## config.mk

```make
export PLATFORM = sky130hd
export DESIGN_NAME = adder32_arbiter
export DESIGN_NICKNAME = d
export VERILOG_FILES = /design/src/rtl/adder32_arbiter.sv
export SDC_FILE = /design/constraint.sdc
export NUM_CORES = 1
export LEC_CHECK = 0
export ABC_AREA = 0
export ABC_CLOCK_PERIOD_IN_PS = 7500
export CAP_MARGIN = 5
export CORE_AREA = 3 3 158 160
export CTS_BUF_LIST = sky130_fd_sc_hd__clkbuf_4
export DETAILED_ROUTE_END_ITERATION = 12
export DIE_AREA = 0 0 161 163
export PLACE_DENSITY = 0.61
export SETUP_SLACK_MARGIN = 0.4
export SLEW_MARGIN = 20
export SYNTH_ARGS = -nofsm -noshare
export SYNTH_HDL_FRONTEND = slang
export SYNTH_SLANG_ARGS = --single-unit
export TNS_END_PERCENT = 5
```

## constraint.sdc

```tcl
create_clock -name clk -period 7.5 [get_ports clk]
set_input_delay 1.5 -clock clk [delete_from_list [all_inputs] [get_ports clk]]
set_output_delay 1.5 -clock clk [all_outputs]
set_load 0.005 [all_outputs]
```

## src/rtl/adder32_arbiter.sv

```systemverilog
// Round-robin front end that time-shares one external W-bit adder among NREQ requesters
// and returns each sum on a single registered response channel tagged with the requester id.
//
// state | meaning
// IDLE  | accepting: one-hot grant to the round-robin winner
// CALC  | captured operands drive the adder for one cycle
// RESP  | response held until rsp_ready
module adder32_arbiter #(
    parameter int NREQ = 4,
    parameter int IDW  = 2,
    parameter int W    = 32
) (
    input  logic              clk,
    input  logic              rst,
    input  logic [NREQ-1:0]   req_valid,
    output logic [NREQ-1:0]   req_ready,
    input  logic [NREQ*W-1:0] req_a,
    input  logic [NREQ*W-1:0] req_b,
    input  logic [NREQ-1:0]   req_cin,
    output logic [W-1:0]      add_a,
    output logic [W-1:0]      add_b,
    output logic              add_ci,
    input  logic [W-1:0]      add_s,
    input  logic              add_co,
    output logic              rsp_valid,
    input  logic              rsp_ready,
    output logic [W-1:0]      rsp_sum,
    output logic              rsp_cout,
    output logic [IDW-1:0]    rsp_id
);

    typedef enum logic [1:0] {IDLE, CALC, RESP} state_t;

    state_t         state_q, state_d;
    logic [IDW-1:0] rr_ptr_q, rr_ptr_d;
    logic [W-1:0]   op_a_q, op_a_d, op_b_q, op_b_d;
    logic           op_ci_q, op_ci_d;
    logic [IDW-1:0] id_q, id_d;
    logic           rsp_valid_q, rsp_valid_d;
    logic [W-1:0]   rsp_sum_q, rsp_sum_d;
    logic           rsp_cout_q, rsp_cout_d;
    logic [IDW-1:0] rsp_id_q, rsp_id_d;

    logic [IDW-1:0] win, lo_idx, hi_idx;
    logic           hi_any, any_valid;

    // Lowest valid index at or above rr_ptr wins; otherwise wrap to the lowest valid index.
    always_comb begin
        lo_idx = '0;
        hi_idx = '0;
        hi_any = 1'b0;
        for (int i = NREQ - 1; i >= 0; i--) begin
            if (req_valid[i]) begin
                lo_idx = IDW'(i);
            end
            if (req_valid[i] && (i >= int'(rr_ptr_q))) begin
                hi_idx = IDW'(i);
                hi_any = 1'b1;
            end
        end
        win = hi_any ? hi_idx : lo_idx;
    end

    assign any_valid = |req_valid;

    always_ff @(posedge clk or posedge rst) begin
        if (rst) begin
            state_q <= IDLE;
        end else begin
            state_q <= state_d;
        end
    end

    always_comb begin
        state_d = state_q;
        case (state_q)
            IDLE:    if (any_valid) state_d = CALC;
            CALC:    state_d = RESP;
            RESP:    if (rsp_ready) state_d = IDLE;
            default: state_d = IDLE;
        endcase
    end

    always_comb begin
        req_ready   = '0;
        rr_ptr_d    = rr_ptr_q;
        op_a_d      = op_a_q;
        op_b_d      = op_b_q;
        op_ci_d     = op_ci_q;
        id_d        = id_q;
        rsp_valid_d = rsp_valid_q;
        rsp_sum_d   = rsp_sum_q;
        rsp_cout_d  = rsp_cout_q;
        rsp_id_d    = rsp_id_q;
        case (state_q)
            IDLE: begin
                if (any_valid && !rst) begin
                    req_ready[win] = 1'b1;
                end
                if (any_valid) begin
                    op_a_d   = req_a[int'(win)*W +: W];
                    op_b_d   = req_b[int'(win)*W +: W];
                    op_ci_d  = req_cin[win];
                    id_d     = win;
                    rr_ptr_d = (win == IDW'(NREQ - 1)) ? '0 : win + IDW'(1);
                end
            end
            CALC: begin
                rsp_sum_d   = add_s;
                rsp_cout_d  = add_co;
                rsp_id_d    = id_q;
                rsp_valid_d = 1'b1;
            end
            RESP: begin
                if (rsp_ready) begin
                    rsp_valid_d = 1'b0;
                end
            end
            default: ;
        endcase
    end

    always_ff @(posedge clk or posedge rst) begin
        if (rst) begin
            rr_ptr_q    <= '0;
            op_a_q      <= '0;
            op_b_q      <= '0;
            op_ci_q     <= 1'b0;
            id_q        <= '0;
            rsp_valid_q <= 1'b0;
            rsp_sum_q   <= '0;
            rsp_cout_q  <= 1'b0;
            rsp_id_q    <= '0;
        end else begin
            rr_ptr_q    <= rr_ptr_d;
            op_a_q      <= op_a_d;
            op_b_q      <= op_b_d;
            op_ci_q     <= op_ci_d;
            id_q        <= id_d;
            rsp_valid_q <= rsp_valid_d;
            rsp_sum_q   <= rsp_sum_d;
            rsp_cout_q  <= rsp_cout_d;
            rsp_id_q    <= rsp_id_d;
        end
    end

    assign add_a     = op_a_q;
    assign add_b     = op_b_q;
    assign add_ci    = op_ci_q;
    assign rsp_valid = rsp_valid_q;
    assign rsp_sum   = rsp_sum_q;
    assign rsp_cout  = rsp_cout_q;
    assign rsp_id    = rsp_id_q;

endmodule

```

### Yosys cells after proc, flatten, opt, wreduce, memory -nomap -nowiden

Index checks and enable logic that the tools add are counted.

* bits in registers: 107
* latch bits: 0
* RAM bits: 0
* bits in read-only memories: 0
* input port bits: 300
* output and inout port bits: 105
* logic and storage cells: 59
* memories: 0

* $add $sub $neg: 1
* multiply operators: 0
* divide/modulo/power cells: 0
* $lt $le $gt $ge: 5
* equal/unequal tests: 5
* shifts and indexed selects: 2
* muxes and demuxes: 24
* bitwise gates (word level): 0
* reductions and logical operators: 12

Operator list (number)
* $shiftx A128 B8 Y32: 2
* $mux W2: 11
* $mux W4: 2
* $mux W1: 7
* $pmux W2 S3: 1
* $reduce_and A2 Y1: 3
* $logic_and A1 B1 Y1: 5
* $eq A2 B2 Y1 const B: 2
* $ge A1 B2 Y1 const A: 2
* $ne A2 B2 Y1 const B: 2
* $reduce_or A4 Y1: 1
* $lt A2 B3 Y1 const B: 1
* $add A2 B1 Y2 const B: 1
* $bmux W1 S2: 1
* $demux W1 S2: 1
* $eq A2 B1 Y1 const B: 1
* $ge A2 B1 Y1 const B: 1
* $ge A2 B2 Y1 const A: 1
* $logic_not A2 Y1: 1
* $pmux W1 S2: 1
* $reduce_bool A2 Y1: 1
* $logic_not A1 Y1: 1

### Logic depth before layout (Yosys ltp)

* word-level depth: 12
* depth in mapped cells: 8
* mapped depth without buffers: 6

### Worst setup path before layout

No wires, ideal clock.

* path kind: input to output
* start point: input rst
* end point: output req_ready[1]
* arrival time: 4.183 ns
* required time: 6.000 ns
* slack: 1.817 ns
* cell stages on the path: 2
* buffers on the path: 0
* cell sequence: inv_1 -> and3_1

* longest elaborated chain between the ends: 4

Ends and longest elaborated chain
* from (decl): RTL line 14 `input logic rst,`
* $logic_not A1 Y1 (no line)
* $logic_and A1 B1 Y1: RTL line 97 `if (any_valid && !rst) begin`
* $mux W4: RTL line 97
* $mux W4: RTL line 95 `case (state_q)`
* to (decl): RTL line 16 `output logic [NREQ-1:0] req_ready,`

Every way passes these cells.

### Worst setup path after layout

* start point: input req_valid[1]
* end point: output req_ready[3]

* longest elaborated chain between the ends: 10
* elaborated cells on any way between the ends: 17
* those cells by class: 2 x order compare; 11 x mux; 4 x reduce/logical

Ends and longest elaborated chain
* from (decl): RTL line 15 `input logic [NREQ-1:0] req_valid,`
* $logic_and A1 B1 Y1: RTL line 56 `if (req_valid[i] && (i >= int'(rr_ptr_q))) begin`
* $mux W2 or $mux W1 (tied branches) (2 in series): RTL line 56
* $mux W2: RTL line 61 `win = hi_any ? hi_idx : lo_idx;`
* $lt A2 B3 Y1 (implied by the code) or $ge A2 B1 Y1 (tied branches): RTL line 98 `req_ready[win] = 1'b1;`
* $logic_and A1 B1 Y1 (implied by the code): RTL line 98
* $mux W1 (implied by the code): RTL line 98
* $demux W1 S2: RTL line 98
* $mux W4 *: RTL line 97
* $mux W4 *: RTL line 95

Mark *: on every way between the ends. The rest lies on a longest branch, timed or not.

==> results.py <==
metrics = {
    "drt": {
        "routed_via_density": 5.10,
        "routed_wl_um": 27100,
        "via_count": 6456,
        "drc": 0,
        "drt_iter0_drc": 276,
        "dr.pass1.iters": 4,
        "wl_per_cell_um": 21.4,
        "ant_nets": 0,
    },
    "power_and_ir_drop": {
        "powerDensity_nw_per_um2": 315,
        "leakage_nw": 4.11,
        "vdd_drop_max_v": 0.000124,
        "power_mw": 3.34,
    },
    "global_route": {
        "grtUsageTotal_pct": 20.0,
        "antenna_found_initial": 1,
        "grt_overflow_total": 0,
        "grt_pass1_vias": 6748,
        "grt_pass1_wl_um": 40700,
        "grt_max_degree": 70,
    },
    "sta": {
        "setup_ws_ps": 1000,
        "finalSetupViolCount": 0,
        "rsz0062_at_grt": "no",
        "finalCriticalPeriod_ps": 6500,
        "layout_worst_path_cycle_share_pct": 86.6,
        "setup_tns_ps": 0,
        "clock.fmax_ghz": 0.154,
        "worst_slew_pin_slew_ps": 1060,
        "hold_viol": 0,
        "max_slew_margin_pct": 29.4,
        "skew_ps": 29.0,
        "drv_slew": 0,
    },
    "layout": {
        "multiInputGateArea_um2": 3260,
        "drive_above_1_share_pct": 11.1,
        "fill_cells": 2277,
        "stdcell_count": 1267,
        "regArea_um2": 2680,
        "final_util_pct": 45.1,
        "mostFrequentLayoutCells": "404 x clkdlybuf4s50_1, 107 x dfrtp_1, 60 x mux2_2, 59 x a211oi_1, 37 x a21oi_1",
        "area_growth_pct": 70.4,
        "final_common_cell": "clkdlybuf4s50_1",
        "nNetsFinal": 1246,
    },
    "synth": {
        "ys_types": 37,
        "synth_area_per_cell_um2": 10.7,
        "synth_mux_area_share_pct": 17.6,
        "synth_fp_nets": 886,
        "syn_inst": 582,
        "yosys.area_share.adder_pct": 0.803,
        "synth-xor-area-share_pct": 0,
        "synth_ff_type": "dfrtp_1",
        "synthArstFlopShare_pct": 100,
        "synth-seq-cells": 107,
        "synth_top_family_by_area": "compound AO/OA/AOI/OAI gates",
        "syn_area_um2": 6230,
        "ys_seq_area_share_pct": 43.0,
        "synth_edf_count": 0,
        "yosysWarnings": 0,
        "synth-compound-area-share_pct": 20.9,
        "synthSimpleGateAreaFrac_pct": 12.5,
    },
    "clock_tree": {
        "cts_max_path_buffers": 2,
        "cts_hold_buffers": 0,
        "cts-buffers-inserted": 9,
        "clock_sinks": 107,
        "htreeDepth": 3,
        "cts_root_buffer": "clkbuf_4",
        "cts_tree": "yes",
        "clkTransAtPathRegs_ps": 160,
        "clk_latency_ps": 490,
        "cts_setup_buffers": 0,
        "cts_resized": 0,
    },
    "placed_design": {
        "dp_cells": 1250,
        "dp_hpwl_um": 19500,
        "port_buffers": 404,
        "place_ws_ps": 949,
        "gp_congestion": 0.791,
    },
    "worst_setup_path": {
        "cp.required_ps": 6000,
        "r2r_cells": 5,
        "critPathCaptureType": "output port",
        "r2r_setup_slack_ps": 4110,
        "slowest_delay_ps": 890,
        "crit_path_frequent_cell": "clkdlybuf4s50_1",
        "path_class": "input pin to output port",
        "rr_startpoint": "state_q[1]",
        "critPathCapture": "req_ready[3]",
        "setup.worst_path.start_class": "input pin",
        "path_max_fanout": 41,
        "path_cells": "clkdlybuf4s50_1 > nor4_1 > or3_2 > clkinv_1 > and3_1 > clkdlybuf4s50_1",
        "crit_arrival_ps": 5000,
        "slowest_stage": "clkinv_1",
        "crit_start": "req_valid[1]",
        "reg2reg_to": "add_b[20]",
    },
    "floorplanning": {
        "io_pins": 405,
        "rows": 56,
        "initial_core_util_pct": 26.5,
        "die_x_um": 161,
        "coreArea_um2": 23500,
        "dieHeight_um": 163,
        "die_area_um2": 26200,
    },
    "hold_path": {
        "worstHoldPathType": "register to register",
    },
    "run": {
        "max_cap_viol_count": 0,
    },
    "outcome": {
        "status": "completed",
    },
}
cell families after synthesis:
logic type / after synthesis
AO/OA/AOI/OAI: 172
AND/OR/NAND/NOR: 127
flip-flops: 107
multiplexers: 101
buffers and inverters: 71
adder cells (fa/ha/maj): 4
registers in the layout (all words and copies together), names as in the netlist:
name / count
add_a: 32
add_b: 32
rsp_sum: 32
id_q: 2
rr_ptr_q: 2
rsp_id: 2
state_q: 2
add_ci: 1
rsp_cout: 1
rsp_valid: 1
worst min path at each step:
stage                    start          to  slack [ps]  cells after the start
floorplan              id_q[1]     id_q[1]         440                      2
global placement       id_q[1]     id_q[1]         450                      2
detailed placement     id_q[1]     id_q[1]         460                      2
CTS                    id_q[1]     id_q[1]         500                      2
global route        rsp_sum[2]  rsp_sum[2]         540                      1
finish                 id_q[1]     id_q[1]         500                      2
Yosys cell counts, drive strengths merged (2+ instances only):
cell type / instances / share of area (%)
mux2: 68 / 12
and4: 32 / 4.5
ha: 4 / 0.80
nor2: 38 / 2.3
o31ai: 33 / 4.0
o21ai: 2 / 0.16
inv: 5 / 0.34
a221o: 33 / 5.3
nor2b: 2 / 0.20
and3: 4 / 0.40
dfrtp: 107 / 43
nand2: 8 / 0.48
mux2i: 33 / 5.3
nand4: 33 / 3.3
nand2b: 2 / 0.20
a21oi: 38 / 3.1
buf: 19 / 2.0
clkbuf: 46 / 2.8
or3: 2 / 0.28
a211oi: 64 / 8.1
or2: 3 / 0.30
routing by layer:
metal | part of all wire, % | vias up | GRT usage, %
met3 | 6.8 | 32 | 4.88
li1 | - | 3015 | -
met2 | 50 | 268 | 34.7
met1 | 41 | 3141 | 24.6
met4 | 2.2 | 0 | 6.41
met5 | 0 | - | 0
metrics by stage:
step           hold WS, ps  instance area (um^2)
2_1_floorplan          441                  6230
3_3_place_gp           455                 10500
3_5_place_dp           461                 10500
4_1_cts                499                 10600
5_1_grt                545                 10600
6_report               500                 10600
worst max-delay path, delay by kind of cell:
family	cells	cell delay [ps]
buffers and inverters	3	1910
AND/OR/NAND/NOR	3	1560
area by class of cell:
cell class / count / area share (%)
sequential: 107 / 25.2
clock buffer: 10 / 0.707
multi-input combinational: 404 / 30.7
inverter: 6 / 0.259
tap: 319 / 3.76
antenna: 1 / 0.0236
timing repair buffer: 414 / 38.8
clock inverter: 6 / 0.531
power breakdown:
group / internal, mW / total, mW / switching (mW) / leakage, nW
combinational: 1.10 / 2.00 / 0.899 / 2.78
sequential: 0.870 / 1.04 / 0.174 / 1.26
clock: 0.0791 / 0.296 / 0.217 / 0.0710
total: 2.05 / 3.34 / 1.29 / 4.11
Note: power is estimated with default switching activity, not from simulation.
